--- config.mk ---
export PLATFORM = sky130hd
export DESIGN_NAME = instr_encode_loader_flat
export DESIGN_NICKNAME = d
export VERILOG_FILES = /design/src/rtl/instr_load_if.sv /design/src/rtl/instr_encode_loader.sv /design/src/flat_wrapper.sv
export SDC_FILE = /design/constraint.sdc
export NUM_CORES = 1
export LEC_CHECK = 0
export ABC_CLOCK_PERIOD_IN_PS = 2380
export BUFFER_PORTS_ARGS = -buffer_cell sky130_fd_sc_hd__buf_2
export CAP_MARGIN = 10
export CORE_MARGIN = 2
export CORE_UTILIZATION = 39
export CTS_CLUSTER_SIZE = 28
export DETAILED_ROUTE_END_ITERATION = 16
export PLACE_DENSITY = 0.65
export SYNTH_ARGS = -nofsm -noshare
export SYNTH_HDL_FRONTEND = slang
export SYNTH_SLANG_ARGS = --single-unit
--- constraint.sdc ---
create_clock -name clk -period 2.38 [get_ports clk]
set_input_delay 0.476 -clock clk [delete_from_list [all_inputs] [get_ports clk]]
set_output_delay 0.476 -clock clk [all_outputs]
set_load 0.02 [all_outputs]
--- src/rtl/instr_load_if.sv ---
// Field-set stream into the loader and the instruction-memory write port out of it.
interface instr_load_if #(
  parameter int WIDTH     = 16,
  parameter int IMM_BITS  = 8,
  parameter int OP_BITS   = 4,
  parameter int REG_BITS  = 4,
  parameter int ADDR_BITS = 8
);
  logic                 in_valid;
  logic                 in_ready;
  logic                 in_last;
  logic                 use_imm;
  logic [OP_BITS-1:0]   op_code;
  logic [OP_BITS-1:0]   ext_op_code;
  logic [REG_BITS-1:0]  A_index;
  logic [REG_BITS-1:0]  B_index;
  logic [IMM_BITS-1:0]  immediate_value;
  logic                 mem_ready;
  logic                 mem_we;
  logic [ADDR_BITS-1:0] mem_addr;
  logic [WIDTH-1:0]     mem_data;

  modport master (
    output in_valid, in_last, use_imm, op_code, ext_op_code, A_index, B_index,
           immediate_value, mem_ready,
    input  in_ready, mem_we, mem_addr, mem_data
  );

  modport slave (
    input  in_valid, in_last, use_imm, op_code, ext_op_code, A_index, B_index,
           immediate_value, mem_ready,
    output in_ready, mem_we, mem_addr, mem_data
  );
endinterface

--- src/rtl/instr_encode_loader.sv ---
// Re-encodes decoded instruction fields into 16-bit words, buffers them in a small
// FIFO and streams them into instruction memory at consecutive addresses.
module instr_encode_loader #(
  parameter int WIDTH      = 16,
  parameter int IMM_BITS   = 8,
  parameter int OP_BITS    = 4,
  parameter int REG_BITS   = 4,
  parameter int ADDR_BITS  = 8,
  parameter int FIFO_DEPTH = 4
) (
  input  logic                 clk,
  input  logic                 reset,
  input  logic                 start,
  input  logic [ADDR_BITS-1:0] start_addr,
  instr_load_if.slave          bus,
  output logic                 busy,
  output logic                 done,
  output logic [ADDR_BITS:0]   words_written
);
  localparam int PTR_W = $clog2(FIFO_DEPTH);
  localparam logic [PTR_W:0] FULL_CNT = (PTR_W+1)'(FIFO_DEPTH);
  localparam logic [PTR_W:0] ONE_CNT  = (PTR_W+1)'(1);

  typedef enum logic [1:0] {IDLE, ACTIVE, DONE_S} state_t;

  state_t               state;
  logic [WIDTH-1:0]     fifo_q [FIFO_DEPTH];
  logic [PTR_W-1:0]     wr_ptr;
  logic [PTR_W-1:0]     rd_ptr;
  logic [PTR_W:0]       count;
  logic                 last_pending;
  logic [ADDR_BITS-1:0] addr_q;
  logic                 full;
  logic                 empty;
  logic                 push;
  logic                 pop;

  function automatic logic [WIDTH-1:0] encode_word(
    input logic [OP_BITS-1:0]  op,
    input logic [REG_BITS-1:0] a_idx,
    input logic [OP_BITS-1:0]  ext,
    input logic [REG_BITS-1:0] b_idx,
    input logic [IMM_BITS-1:0] imm,
    input logic                imm_form
  );
    return imm_form ? {op, a_idx, imm} : {op, a_idx, ext, b_idx};
  endfunction

  assign full  = (count == FULL_CNT);
  assign empty = (count == '0);

  // After in_last is taken the session is closed to further field sets.
  assign bus.in_ready = (state == ACTIVE) && !last_pending && !full;
  assign push         = bus.in_valid && bus.in_ready;
  assign pop          = (state == ACTIVE) && !empty && bus.mem_ready;

  assign busy = (state == ACTIVE);
  assign done = (state == DONE_S);

  // Buffer storage carries no reset; validity is tracked by the pointers.
  always_ff @(posedge clk) begin
    if (push)
      fifo_q[wr_ptr] <= encode_word(bus.op_code, bus.A_index, bus.ext_op_code,
                                    bus.B_index, bus.immediate_value, bus.use_imm);
  end

  always_ff @(posedge clk or posedge reset) begin
    if (reset) begin
      state         <= IDLE;
      wr_ptr        <= '0;
      rd_ptr        <= '0;
      count         <= '0;
      last_pending  <= 1'b0;
      addr_q        <= '0;
      words_written <= '0;
      bus.mem_we    <= 1'b0;
      bus.mem_addr  <= '0;
      bus.mem_data  <= '0;
    end else begin
      case (state)
        IDLE: begin
          bus.mem_we <= 1'b0;
          if (start) begin
            addr_q        <= start_addr;
            words_written <= '0;
            last_pending  <= 1'b0;
            wr_ptr        <= '0;
            rd_ptr        <= '0;
            count         <= '0;
            state         <= ACTIVE;
          end
        end
        ACTIVE: begin
          if (push) begin
            wr_ptr <= wr_ptr + 1'b1;
            if (bus.in_last)
              last_pending <= 1'b1;
          end
          if (pop) begin
            rd_ptr        <= rd_ptr + 1'b1;
            bus.mem_we    <= 1'b1;
            bus.mem_addr  <= addr_q;
            bus.mem_data  <= fifo_q[rd_ptr];
            addr_q        <= addr_q + 1'b1;
            words_written <= words_written + 1'b1;
          end else begin
            bus.mem_we <= 1'b0;
          end
          case ({push, pop})
            2'b10:   count <= count + 1'b1;
            2'b01:   count <= count - 1'b1;
            default: count <= count;
          endcase
          // Push is impossible once last_pending is set, so this pop empties the FIFO.
          if (pop && last_pending && (count == ONE_CNT))
            state <= DONE_S;
        end
        DONE_S: begin
          bus.mem_we <= 1'b0;
          state      <= IDLE;
        end
        default: begin
          bus.mem_we <= 1'b0;
          state      <= IDLE;
        end
      endcase
    end
  end
endmodule
--- src/flat_wrapper.sv ---
// flat-port wrapper written by rule: the top's interface ports become plain ports
module instr_encode_loader_flat 
#(
  parameter int WIDTH      = 16,
  parameter int IMM_BITS   = 8,
  parameter int OP_BITS    = 4,
  parameter int REG_BITS   = 4,
  parameter int ADDR_BITS  = 8,
  parameter int FIFO_DEPTH = 4
)
  (clk, reset, start, start_addr, busy, done, words_written, bus_in_valid, bus_in_last, bus_use_imm, bus_op_code, bus_ext_op_code, bus_A_index, bus_B_index, bus_immediate_value, bus_mem_ready, bus_in_ready, bus_mem_we, bus_mem_addr, bus_mem_data);
  instr_load_if #(.WIDTH(WIDTH), .IMM_BITS(IMM_BITS), .OP_BITS(OP_BITS), .REG_BITS(REG_BITS), .ADDR_BITS(ADDR_BITS)) bus_i ();
  input  logic clk;
  input  logic reset;
  input  logic start;
  input  logic [ADDR_BITS-1:0] start_addr;
  output logic busy;
  output logic done;
  output logic [ADDR_BITS:0] words_written;
  input wire logic [$bits(bus_i.in_valid)-1:0] bus_in_valid;
  input wire logic [$bits(bus_i.in_last)-1:0] bus_in_last;
  input wire logic [$bits(bus_i.use_imm)-1:0] bus_use_imm;
  input wire logic [$bits(bus_i.op_code)-1:0] bus_op_code;
  input wire logic [$bits(bus_i.ext_op_code)-1:0] bus_ext_op_code;
  input wire logic [$bits(bus_i.A_index)-1:0] bus_A_index;
  input wire logic [$bits(bus_i.B_index)-1:0] bus_B_index;
  input wire logic [$bits(bus_i.immediate_value)-1:0] bus_immediate_value;
  input wire logic [$bits(bus_i.mem_ready)-1:0] bus_mem_ready;
  output wire logic [$bits(bus_i.in_ready)-1:0] bus_in_ready;
  output wire logic [$bits(bus_i.mem_we)-1:0] bus_mem_we;
  output wire logic [$bits(bus_i.mem_addr)-1:0] bus_mem_addr;
  output wire logic [$bits(bus_i.mem_data)-1:0] bus_mem_data;
  assign bus_i.in_valid = bus_in_valid;
  assign bus_i.in_last = bus_in_last;
  assign bus_i.use_imm = bus_use_imm;
  assign bus_i.op_code = bus_op_code;
  assign bus_i.ext_op_code = bus_ext_op_code;
  assign bus_i.A_index = bus_A_index;
  assign bus_i.B_index = bus_B_index;
  assign bus_i.immediate_value = bus_immediate_value;
  assign bus_i.mem_ready = bus_mem_ready;
  assign bus_in_ready = bus_i.in_ready;
  assign bus_mem_we = bus_i.mem_we;
  assign bus_mem_addr = bus_i.mem_addr;
  assign bus_mem_data = bus_i.mem_data;
  instr_encode_loader #(.WIDTH(WIDTH), .IMM_BITS(IMM_BITS), .OP_BITS(OP_BITS), .REG_BITS(REG_BITS), .ADDR_BITS(ADDR_BITS), .FIFO_DEPTH(FIFO_DEPTH)) u_core (.clk(clk), .reset(reset), .start(start), .start_addr(start_addr), .bus(bus_i), .busy(busy), .done(done), .words_written(words_written));
endmodule
==> run metrics <==
critical path capture point type primary output; data required time at the worst endpoint 1900 ps; vertical die dimension 117 um; Post-CTS Setup Inserts 0; Avg Inst Size Synth 13.3 um^2; count of state elements after synthesis 116; clock-pin slew on the worst setup and hold paths 60 ps; delay contributed by the slowest stage of the critical path 420 ps; final cycle utilization of the critical path 93.0%; all-layer global routing usage 16.2%; unrepaired setup endpoints after global routing false; number of global-route vias before repair 3,217; hold crit path type in -> async; sequential group share of total power 36.5%; highest clock frequency the design can meet 452 MHz; antenna violations before repair 0; width of the die 117 um; IO Port Bufs 75; final setup skew 6.03 ps; vias post-DR 3,218; Inserted Diodes 0; minimum period implied by the final worst setup slack 2210 ps; slew margin rel. 43.7%; number of nets still failing antenna checks after routing 0; final net count 512; GPL Wtd Cong 0.779; category of the most critical setup path reg -> out; fraction of layout cells with a size suffix above 1 31.9%; area growth from synthesis to layout 24.4%; CTS Buffer Depth 2; vias per std cell 4.97; crit-path leading delay family flip-flops; number of cells upsized or downsized after cts 0; effective utilization at floorplan 39.5%; overall overflow remaining after global route 0; Placed Area 0.00553 mm^2; status finished clean; H-tree Lvls 4; average wire length per cell after detail routing 15.7 um; Worst-Margin Slew 845 ps; Peak supply drop 550 uV; clock tree from TritonCTS done; CTS Buf Count 17; share of synthesized area spent on multiplexers 9.11%; number of pins exceeding their max-slew limit in the final report 0; Cells after Synth 373; count of final setup violators 0; biggest fanout along the worst timing path 5; cell chosen for the clock root clkbuf_16; ratio of total power to cell area 1400 mW/mm^2; CTS Hold Bufs 0; final cell area excluding filler cells 0.00615 mm^2; number of synthesized flops with an enable pin 64; total DRC errors in the routed layout 0; Die Area 0.0136 mm^2; switching pwr 3.08 mW; largest family of logic cells by synthesized area simple AND/OR/NAND/NOR gates; yosys warns 0; number of top-level design ports 76; detailed placer's ending HPWL 6820 um; chain of cells forming the critical path inv_1, ha_1, a21oi_1, and2_1, buf_2; static leakage 2.61 nW; placeable core area 0.0125 mm^2; number of library cell types mapped by synthesis 46; post-detailed-routing wire length 10,100 um; 1st-pass router iterations 4; clock latency of the later-clocked register in the worst-skew pair 410 ps; buffers plus inverters on the worst setup path 2; Compound-Gate Fraction of Synth Area 5.57%; Netlist Area Pre-Place 0.00494 mm^2; clock group share of total power 30.3%; pin count of the biggest net entering global routing 22; cell with the biggest individual delay on the critical path dfrtp_1; CP startpoint kind register; post-synthesis xor/xnor area fraction 1.77%; Fin. Hold Viols 0; net count of the mapped netlist 422; leading area contributor after synthesis edfxtp_1; prevailing post-synth register cell edfxtp_1; TNS Setup 0 ps; Int Power 5.55 mW; Synth area leaders edfxtp_1 39%, dfrtp_1 26%, mux4_2 7.3%, nand2_1 6.5%, ha_1 2.5%; detailed router's first-iteration violation count 229; Comb pwr share 33.2%; number of sinks driven by the clock tree 116; sequential cell area fraction in the yosys report 65.2%; share of flip-flops with an asynchronous set or reset 44.8%; Adder-Cell Fraction of Synth Area 2.53%; wire length of the first global-routing pass 16,300 um; area share of the largest cell type after synthesis 38.9%; Maximum Capacitance Violations 0; area share of and/or/nand/nor cells after synthesis 13.1%; standard-cell row count 41; arrival time of the worst setup path 1740 ps; switching power share of the total 35.7%
[flip-flops by register name (all words and copies together), names as in the netlist]
name                  count
u_core.addr_q             8
u_core.bus.mem_addr       8
u_core.bus.mem_data      16
u_core.bus.mem_we         1
u_core.count              3
u_core.fifo_q            64
u_core.last_pending       1
u_core.rd_ptr             2
u_core.state              2
u_core.words_written      9
u_core.wr_ptr             2
[metal layers]
layer | vias up | track usage, % | share of wire (%)
met3 | 16 | 5.03 | 6.2
met4 | 0 | 6.12 | 1.2
met5 | - | 0 | 0
met2 | 99 | 25.7 | 48
met1 | 1584 | 21.0 | 44
li1 | 1519 | - | -
[layout by cell type (no fill, tap or decap), types with 2 or more instances in the layout]
cell	netlist	routed
buf_2	4	75
o21ai_0	7	7
a211o_1	3	3
nor3_1	6	6
xnor2_1	7	7
a2bb2oi_1	2	2
inv_6	0	4
mux4_2	16	16
nor2b_1	2	2
a31oi_1	2	2
nand3_1	7	7
nor4_1	4	4
ha_1	10	10
bufinv_16	0	3
nor2_1	22	22
clkbuf_16	0	17
nand2_1	86	86
and2_1	6	6
xor2_1	3	3
and3_1	4	4
dfrtp_1	52	52
a22o_1	2	2
clkinv_4	0	2
clkinvlp_4	0	4
inv_2	1	2
nand2b_1	3	3
mux2_2	8	8
inv_1	7	6
nor2_2	2	2
a21oi_1	11	11
buf_4	4	13
o22ai_1	3	3
edfxtp_1	64	64
[cells in the mapped netlist (all sizes together), types with 2 or more instances]
library cell,n
nor2,24
a21oi,12
mux4,16
nor2b,2
a2bb2oi,2
dfrtp,52
a31oi,3
clkbuf,7
ha,10
buf,10
nand2,86
edfxtp,64
nor3,6
o22ai,3
nand2b,4
nor4,4
nand3,8
inv,9
mux2,8
xor2,3
and3,4
o21ai,7
and2,6
xnor2,7
a211o,3
a22o,2
[metrics by stage]
| stage | util (%) | setup WS [ps] | hold slack, ps | total power, mW | std cells |
|---|---|---|---|---|---|
| final | 49.1 | 167 | 51.8 | 8.63 | 648 |
| after global routing | 49.1 | 41.6 | 79.2 | 9.19 | 648 |
| after CTS | 49.1 | 155 | 50.8 | 8.72 | 648 |
| after detailed placement | 44.2 | 372 | 458 | 6.09 | 616 |
| after global placement | 44.2 | 410 | 454 | 6.00 | 616 |
| after floorplan | - | 310 | 460 | 5.22 | 373 |
[power by group through the flow]
stage               Sequential (mW)  Combinational [mW]  Clock, mW
floorplan                      3.34                1.88          0
global placement               3.17                2.83          0
detailed placement             3.18                2.90          0
CTS                            3.16                2.90       2.65
global route                   3.23                3.22       2.74
finish                         3.15                2.86       2.61
[worst paths after layout]
kind | start | end | slack (ps) | depth (start not counted)
min reg2reg | u_core.bus.mem_addr[4] | u_core.bus.mem_addr[4] | 470 | 2
max | u_core.count[0] | bus_in_ready | 170 | 5
max reg2reg | u_core.count[0] | u_core.fifo_q[1][8] | 350 | 6
min | reset | u_core.bus.mem_data[10] | 50 | 2
min in group clk | bus_op_code[2] | u_core.fifo_q[1][14] | 280 | 1
max in group asynchronous | reset | u_core.addr_q[0] | 1740 | 3
[cells by family after synthesis]
logic type	count (synthesis)
compound gates	40
flops	116
simple gates	147
buf+inv	26
fa+ha+maj	10
xor+xnor	10
mux	24
[cell type report]
| cell class | count | area (um^2) |
|---|---|---|
| Fill cell | 1144 | 6370 |
| Sequential cell | 116 | 3220 |
| Multi-Input combinational cell | 231 | 1590 |
| Timing Repair Buffer | 88 | 473 |
| Clock buffer | 19 | 443 |
| Tap cell | 172 | 215 |
| Clock inverter | 13 | 173 |
| Inverter | 9 | 36.3 |
Power figures use the tool's default switching activity.
